<file path="src/rtl/gen_fifo_pkg.sv">
// Shared helpers for the generic FIFO block family.
package gen_fifo_pkg;

  function automatic logic [2:0] popcnt4(input logic [3:0] v);
    logic [2:0] n;
    n = '0;
    for (int unsigned i = 0; i < 4; i++) n = n + 3'(v[i]);
    return n;
  endfunction

endpackage

</file>
<file path="src/rtl/gen_cnt_top.sv">
// Up/down counter wrapping between 0 and LIM, with synchronous clear.
module gen_cnt_top #(
  parameter int unsigned W   = 4,
  parameter int unsigned LIM = 15
) (
  input  logic         clk,
  input  logic         rst_n,
  input  logic         clr,
  input  logic         inc,
  input  logic         dec,
  output logic [W-1:0] cnt
);

  logic [W-1:0] cnt_d, cnt_q;

  always_comb begin
    cnt_d = cnt_q;
    if (clr) begin
      cnt_d = '0;
    end else if (inc && !dec) begin
      cnt_d = (cnt_q == W'(LIM)) ? '0 : cnt_q + W'(1);
    end else if (dec && !inc) begin
      cnt_d = (cnt_q == '0) ? W'(LIM) : cnt_q - W'(1);
    end
  end

  always_ff @(posedge clk or negedge rst_n) begin
    if (!rst_n) cnt_q <= '0;
    else        cnt_q <= cnt_d;
  end

  assign cnt = cnt_q;

endmodule

</file>
<file path="src/rtl/gen_fifo_fwft_buf.sv">
// Circular output buffer: register array plus read/write indices and occupancy.
module gen_fifo_fwft_buf #(
  parameter  int unsigned DAT_W     = 32,
  parameter  int unsigned BUF_DEPTH = 2,
  localparam int unsigned OCC_W     = $clog2(BUF_DEPTH + 1),
  localparam int unsigned IDX_W     = $clog2(BUF_DEPTH)
) (
  input  logic             clk,
  input  logic             rst_n,
  input  logic             clr,
  input  logic             enq,
  input  logic [DAT_W-1:0] wr_dat,
  input  logic             deq_req,
  output logic [DAT_W-1:0] rd_dat,
  output logic [OCC_W-1:0] occ,
  output logic             err_ovfl
);

  logic [DAT_W-1:0] mem_d [BUF_DEPTH];
  logic [DAT_W-1:0] mem_q [BUF_DEPTH];
  logic [IDX_W-1:0] wr_idx, rd_idx;
  logic             full, deq, wr_en;
  logic             err_ovfl_d, err_ovfl_q;

  assign full  = (occ == OCC_W'(BUF_DEPTH));
  assign deq   = deq_req & (occ != '0) & ~clr;
  // A full buffer still accepts a word when the head leaves in the same cycle.
  assign wr_en = enq & (~full | deq) & ~clr;
  assign err_ovfl_d = enq & full & ~deq & ~clr;

  always_comb begin
    mem_d = mem_q;
    if (wr_en) mem_d[wr_idx] = wr_dat;
  end

  always_ff @(posedge clk or negedge rst_n) begin
    if (!rst_n) begin
      for (int unsigned i = 0; i < BUF_DEPTH; i++) mem_q[i] <= '0;
      err_ovfl_q <= 1'b0;
    end else begin
      mem_q      <= mem_d;
      err_ovfl_q <= err_ovfl_d;
    end
  end

  gen_cnt_top #(.W(IDX_W), .LIM(BUF_DEPTH - 1)) u_wr_idx (
    .clk(clk), .rst_n(rst_n), .clr(clr), .inc(wr_en), .dec(1'b0), .cnt(wr_idx)
  );

  gen_cnt_top #(.W(IDX_W), .LIM(BUF_DEPTH - 1)) u_rd_idx (
    .clk(clk), .rst_n(rst_n), .clr(clr), .inc(deq), .dec(1'b0), .cnt(rd_idx)
  );

  gen_cnt_top #(.W(OCC_W), .LIM(BUF_DEPTH)) u_occ (
    .clk(clk), .rst_n(rst_n), .clr(clr), .inc(wr_en), .dec(deq), .cnt(occ)
  );

  assign rd_dat   = mem_q[rd_idx];
  assign err_ovfl = err_ovfl_q;

endmodule

</file>
<file path="src/rtl/gen_fifo_fwft_out.sv">
// First-word-fall-through output stage: prefetches from a fixed-latency FIFO
// read port into a small buffer, issuing pops only when a slot is guaranteed.
module gen_fifo_fwft_out
  import gen_fifo_pkg::*;
#(
  parameter  int unsigned DAT_W     = 32,
  parameter  int unsigned RD_LAT    = 1,
  parameter  int unsigned BUF_DEPTH = 2,
  localparam int unsigned OCC_W     = $clog2(BUF_DEPTH + 1)
) (
  input  logic             clk,
  input  logic             rst_n,
  input  logic             clr,
  input  logic             fifo_empty,
  output logic             fifo_pop,
  input  logic [DAT_W-1:0] fifo_rd_dat,
  output logic             out_vld,
  output logic [DAT_W-1:0] out_dat,
  input  logic             out_rdy,
  output logic [OCC_W-1:0] sts_occ,
  output logic             err_ovfl
);

  localparam int unsigned CW = OCC_W + 1;

  logic [RD_LAT-1:0] rd_vld_d, rd_vld_q;
  logic [CW-1:0]     inflight, need;
  logic              deq, enq;

  assign out_vld = (sts_occ != '0);
  assign deq     = out_vld & out_rdy;
  assign enq     = rd_vld_q[RD_LAT-1];

  // Credit: buffered + in-flight - leaving must stay below depth after this pop.
  always_comb begin
    inflight = CW'(popcnt4(4'(rd_vld_q)));
    need     = CW'(sts_occ) + inflight - CW'(deq);
    fifo_pop = rst_n & ~clr & ~fifo_empty & (need < CW'(BUF_DEPTH));
    rd_vld_d = '0;
    if (!clr) begin
      rd_vld_d[0] = fifo_pop;
      for (int unsigned i = 1; i < RD_LAT; i++) rd_vld_d[i] = rd_vld_q[i-1];
    end
  end

  always_ff @(posedge clk or negedge rst_n) begin
    if (!rst_n) rd_vld_q <= '0;
    else        rd_vld_q <= rd_vld_d;
  end

  gen_fifo_fwft_buf #(.DAT_W(DAT_W), .BUF_DEPTH(BUF_DEPTH)) u_buf (
    .clk      (clk),
    .rst_n    (rst_n),
    .clr      (clr),
    .enq      (enq),
    .wr_dat   (fifo_rd_dat),
    .deq_req  (deq),
    .rd_dat   (out_dat),
    .occ      (sts_occ),
    .err_ovfl (err_ovfl)
  );

endmodule

</file>
<file path="config.mk">
export PLATFORM = sky130hd
export DESIGN_NAME = gen_fifo_fwft_out
export DESIGN_NICKNAME = d
export VERILOG_FILES = /design/src/rtl/gen_fifo_pkg.sv /design/src/rtl/gen_cnt_top.sv /design/src/rtl/gen_fifo_fwft_buf.sv /design/src/rtl/gen_fifo_fwft_out.sv
export SDC_FILE = /design/constraint.sdc
export NUM_CORES = 1
export LEC_CHECK = 0
export ABC_AREA = 1
export CORE_MARGIN = 3
export CORE_UTILIZATION = 50
export CTS_CLUSTER_SIZE = 28
export DETAILED_ROUTE_END_ITERATION = 6
export PLACE_DENSITY_LB_ADDON = 0.05
export SYNTH_ARGS = -nofsm -noshare
export SYNTH_HDL_FRONTEND = slang
export SYNTH_SLANG_ARGS = --single-unit
</file>
<file path="constraint.sdc">
create_clock -name clk -period 2.5 [get_ports clk]
set_input_delay 0.25 -clock clk [delete_from_list [all_inputs] [get_ports clk]]
set_output_delay 0.25 -clock clk [all_outputs]
set_load 0.02 [all_outputs]
</file>
# Word-level counts from Yosys, hierarchy flattened
# Cells that the tools add are included.
[op_classes]
n_addsub = 6
shift = 0
bitwise_logic = 18
n_reduce_logical = 10
multipliers = 0
div = 0
muxes = 18
n_eq_ne = 1
order_cmp = 4
[ops]
columns = ["op", "n"]
rows = [
  ["32-bit two-way mux", 4],
  ["64-bit bitwise mux", 1],
  ["32-bit demux with 1-bit select", 1],
  ["1-bit AND", 11],
  ["2-bit two-way mux", 5],
  ["1-bit two-way mux", 7],
  ["2-bit nonzero test", 3],
  ["2-bit greater-or-equal comparator, second input constant", 2],
  ["1-bit inverter", 4],
  ["1-bit inverter with 2-bit output", 2],
  ["2-bit by 1-bit adder with 3-bit output", 1],
  ["1-bit logical AND", 3],
  ["3-bit by 2-bit < comparator with 1-bit output, second input constant", 1],
  ["3-bit nonzero test", 1],
  ["3-bit by 1-bit subtractor with 3-bit output", 1],
  ["1-bit adder, second input constant", 2],
  ["2-bit by 1-bit adder with 2-bit output, second input constant", 1],
  ["2-bit == test, second input constant", 1],
  ["1-bit zero test", 2],
  ["2-bit zero test", 1],
  ["2-bit by 1-bit < comparator with 1-bit output, second input constant", 1],
  ["2-bit by 1-bit subtractor with 2-bit output, second input constant", 1],
  ["1-bit OR", 1],
]
[totals]
latch_bits = 0
romBits = 0
reg_bits = 70
mem_count = 0
ram_bits = 0
in_bits = 37

# Longest topological paths before layout
[logic_depth]
word_depth = 12
mapped_depth = 10

# By module
# From an unflattened synthesis, not the netlist that was laid out.
[unflattened]
hier_cells = 404
area_unflattened_um2 = 3595.9
[by_module_without_submodules]
columns = ["module", "cells_per_inst", "area_per_inst_um2", "n_inst"]
rows = [
  ["gen_fifo_fwft_buf", 336, 3145.5, 1],
  ["gen_cnt_top at u_buf.u_occ", 27, 188.9, 1],
  ["gen_cnt_top at u_buf.u_rd_idx ...", 11, 66.3, 2],
  ["gen_fifo_fwft_out", 19, 128.9, 1],
]

# Least setup slack after synthesis
# Ideal clock, no wire load.
[synth_path]
path_kind = "register to output"
start = "reg u_buf.u_occ.cnt_q[1], in the netlist u_buf.u_occ.cnt[1]"
end = "out fifo_pop"
path_buffers = 0
path_slack_ps = -633
required_time_ps = 2250
path_stages_with_launch = 11
t_arrival_ps = 2883
cell_sequence = "dfrtp_1 inv_1 ha_1 inv_2 nand2_1 inv_1 ha_1 or2_2 fa_1 nand2_1 nor4_1"
[synth_via]
elab_chain_len = 5
word_cells_on_any_way = 6
classes_between = "add/sub (2); order compare (1); bitwise (2); reduce/logical (1)"
[synth_lines]
columns = ["item", "line", "text"]
rows = [
  ["start: declaration", "gen_cnt_top.sv:14", "logic [W-1:0] cnt_d, cnt_q;"],
  ["start signal: assignment", "gen_cnt_top.sv:29", "else cnt_q <= cnt_d;"],
  ["2-bit nonzero test", "gen_fifo_fwft_out.sv:30", "assign out_vld = (sts_occ != '0);"],
  ["named net out_vld", "gen_fifo_fwft_out.sv:17", "output logic out_vld,"],
  ["1-bit AND", "gen_fifo_fwft_out.sv:31", "assign deq = out_vld & out_rdy;"],
  ["3-bit by 1-bit subtractor with 3-bit output", "gen_fifo_fwft_out.sv:37", "need = CW'(sts_occ) + inflight - CW'(deq);"],
  ["3-bit by 2-bit < comparator with 1-bit output", "gen_fifo_fwft_out.sv:38", "fifo_pop = rst_n & ~clr & ~fifo_empty & (need < CW'(BUF_DEPTH));"],
  ["1-bit AND", "gen_fifo_fwft_out.sv:38", ""],
  ["end: declaration", "gen_fifo_fwft_out.sv:15", "output logic fifo_pop,"],
]
# The timed path passes the listed nets, and every way through them passes these cells.

# Worst setup path in the final report
[layout_path]
start = "reg u_buf.u_occ.cnt_q[0], in the netlist u_buf.u_occ.cnt[0]"
end = "out fifo_pop"
[layout_via]
elab_chain_len = 5
word_cells_on_any_way = 6
classes_between = "add/sub (2); order compare (1); bitwise (2); reduce/logical (1)"
[layout_lines]
columns = ["item", "line"]
rows = [
  ["parallel branches: the longest is 2 deep, another holds 2-bit by 1-bit adder with 3-bit output", "n/a"],
  ["3-bit by 1-bit subtractor with 3-bit output *", "gen_fifo_fwft_out.sv:37"],
  ["3-bit by 2-bit < comparator with 1-bit output *", "gen_fifo_fwft_out.sv:38"],
  ["1-bit AND *", "gen_fifo_fwft_out.sv:38"],
]
# Every way passes the cells marked *.

==> flow_summary.json <==
{
  "fin_crit_sh_pct": 110.1,
  "slew_viol_final": 0,
  "yosysUniqueCellTypes": 24,
  "dp.cells": 487,
  "rows": 28,
  "final_cells": 503,
  "routedWlPerCell_um": 14.24,
  "min_path_type": "in -> async",
  "tightestPinTransition_ns": 0.8698,
  "dieWidth_um": 87.25,
  "critPathArrivalTime_ns": 2.50,
  "setup_violations": 1,
  "cts_tree": "built",
  "path_clk_slew_ns": 0.07,
  "clock_latency_ns": 0.34,
  "initial_core_util_pct": 53.53,
  "io_pins": 74,
  "grt_pass1_vias": 2640,
  "grt_overflow": 0,
  "syn2layout_area_growth_pct": 33.89,
  "drt_pre_antenna_iters": 4,
  "fin_ws_ns": -0.2531,
  "synth_cells": 345,
  "timing.hold.ws_ns": 0.1280,
  "grt_max_degree": 71,
  "required_ns": 2.25,
  "numCtsBuffers": 9,
  "irDropWorstVdd_v": 0.0005003,
  "crit_fanout": 2,
  "cap_viol_max_count": 0,
  "clockRootBuffer": "clkbuf_8",
  "cp-start-kind": "register",
  "slew_headroom_pct": 42.01,
  "die_h_um": 87.25,
  "hold_viol_final": 0,
  "htreeDepth": 3,
  "violations": "setup timing",
  "grt_pass1_wl_um": 12360,
  "viasPerCell": 5.155,
  "dp_hpwl_um": 4725,
  "run_status": "finished with violations",
  "vias": 2593,
  "wirelength_um": 7163,
  "die_area_um2": 7613,
  "ys_ff_latch": 70,
  "postRouteAntennaNets": 0,
  "critPathKind": "reg -> out",
  "cts_buffer_depth": 2,
  "place_congestion": 0.8383,
  "end_kind": "output port",
  "core_um2": 6166,
  "fmax_mhz": 363.2,
  "cts_hold_buf": 0,
  "netlist_area_um2": 3301,
  "period_needed_ns": 2.753,
  "antenna_found_initial": 0,
  "fin_nets": 467,
  "layout-drive-gt1-share_pct": 20.09,
  "drcViolationCount": 0,
  "grt_use_total_pct": 20.84,
  "yosysWarnings": 0,
  "p_leak_nw": 2.161,
  "synth.avg_cell_area_um2": 9.567,
  "clock-sinks": 70,
  "port_buffers": 73,
  "syn_nets": 388,
  "power.total_mw": 3.718,
  "place_ws_ns": -0.5608,
  "finish.utilization_pct": 71.67,
  "skew_ns": 0.006996,
  "diodes": 0,
  "drt_first_iter_violations": 173,
  "ys_seq_area_share_pct": 53.07,
  "p_per_area_nw_per_um2": 841.4,
  "rsz0062_at_grt": "yes"
}
stage by stage:
step / area (µm²) / TNS (ns)
after floorplan: 3356 / -0.05114
after global placement: 4194 / -0.4875
after detailed placement: 4194 / -0.5608
after global routing: 4419 / -0.3514
final: 4419 / -0.2531
after CTS: 4419 / -0.2703
worst max-delay path, stage by stage (launching register included):
cell and delay (ns):
dfrtp_2 0.41, inv_2 0.08, ha_4 0.15, inv_6 0.03, nand2_4 0.07, inv_4 0.04
ha_4 0.20, or2_4 0.22, fa_2 0.35, xor2_2 0.17, nor4_4 0.26, buf_4 0.18
state kept, by name (all words and copies together) (netlist names):
| signal | flops |
|---|---|
| u_buf.u_occ.cnt | 2 |
| u_buf.u_rd_idx.cnt | 1 |
| u_buf.err_ovfl | 1 |
| u_buf.u_wr_idx.cnt | 1 |
| enq | 1 |
| u_buf.mem_q | 64 |
repair_timing:
action	in CTS	in global routing
setup buffers	1	0
pin swaps	4	0
resized for setup	9	0
endpoints found under the setup margin	1	1
endpoints found under the hold margin	0	0
where the power goes:
| part | internal, mW | switching, mW |
|---|---|---|
| registers | 1.39 | 0.126 |
| logic | 0.644 | 0.601 |
| clock network | 0.552 | 0.410 |
| total | 2.58 | 1.14 |
path summary, 6_finish.rpt:
| path | from | slack (ns) | cells after the start | endpoint |
|---|---|---|---|---|
| max | u_buf.u_occ.cnt[0] | -0.25 | 11 | fifo_pop |
| max in group asynchronous | rst_n | 1.73 | 2 | u_buf.u_occ.cnt[1] |
| min in group clk | rst_n | 0.22 | 3 | enq |
| min reg2reg | u_buf.mem_q[29] | 0.48 | 2 | u_buf.mem_q[29] |
| max reg2reg | u_buf.u_occ.cnt[0] | 0.35 | 10 | enq |
| min | rst_n | 0.13 | 2 | u_buf.mem_q[3] |
cell type report:
cell class                 count  area (µm²)
tap                           75       93.84
clock inverter                 5       75.07
sequential                    70        1754
timing repair buffer          89       870.8
multi-input combinational    227        1384
fill                         504        1747
inverter                      27       113.9
clock buffer                  10       127.6
cell usage after synthesis:
cell	count	area, µm²
inv_6	1	8.760
nand2_1	103	386.6
dfrtp_1	70	1752
mux2_2	32	360.4
clkbuf_1	2	7.510
fa_1	1	20.02
a31oi_1	1	6.260
or2_2	1	6.260
nor4_1	3	18.77
nor2_8	1	20.02
nand3_2	1	10.01
buf_6	3	33.78
nand3_1	32	160.2
ha_1	5	62.56
nand4_1	3	18.77
buf_2	16	80.08
o21ai_1	36	180.2
nand2_4	2	22.52
a21oi_1	2	10.01
inv_1	24	90.09
xor2_1	1	8.760
o21ai_0	1	5.000
inv_2	2	7.510
nand4_2	2	25.02
cell usage in the layout (no fill, tap or decap), types with 2 or more instances in the layout:
cell	n
inv_1	21
nor4_1	2
buf_4	16
nand3_1	32
inv_6	2
inv_2	3
dfrtp_1	68
nand4_1	3
ha_4	2
nand2_1	101
a21oi_1	2
nand4_2	2
clkbuf_8	9
clkinv_2	3
o21ai_1	36
ha_1	3
clkdlybuf4s50_1	71
bufinv_16	2
mux2_2	32
nand2_4	3
buf_12	2
dfrtp_2	2
kinds of logic after synthesis:
kind of cell	after synthesis	share of synthesized area (%)
simple gates	148	20.24
compound gates	40	6.103
xor+xnor	1	0.2654
mux	32	10.92
fa+ha+maj	6	2.502
buf+inv	48	6.900
flops	70	53.07
routing by layer:
layer  part of all wire, %  vias up  track usage [%]
met5                     0        -                0
li1                      -     1283                -
met1                    46     1229            28.89
met3                   5.1       16            4.163
met2                    47       65            31.37
met4                   2.6        0            10.04
(Power assumes the default switching activity.)
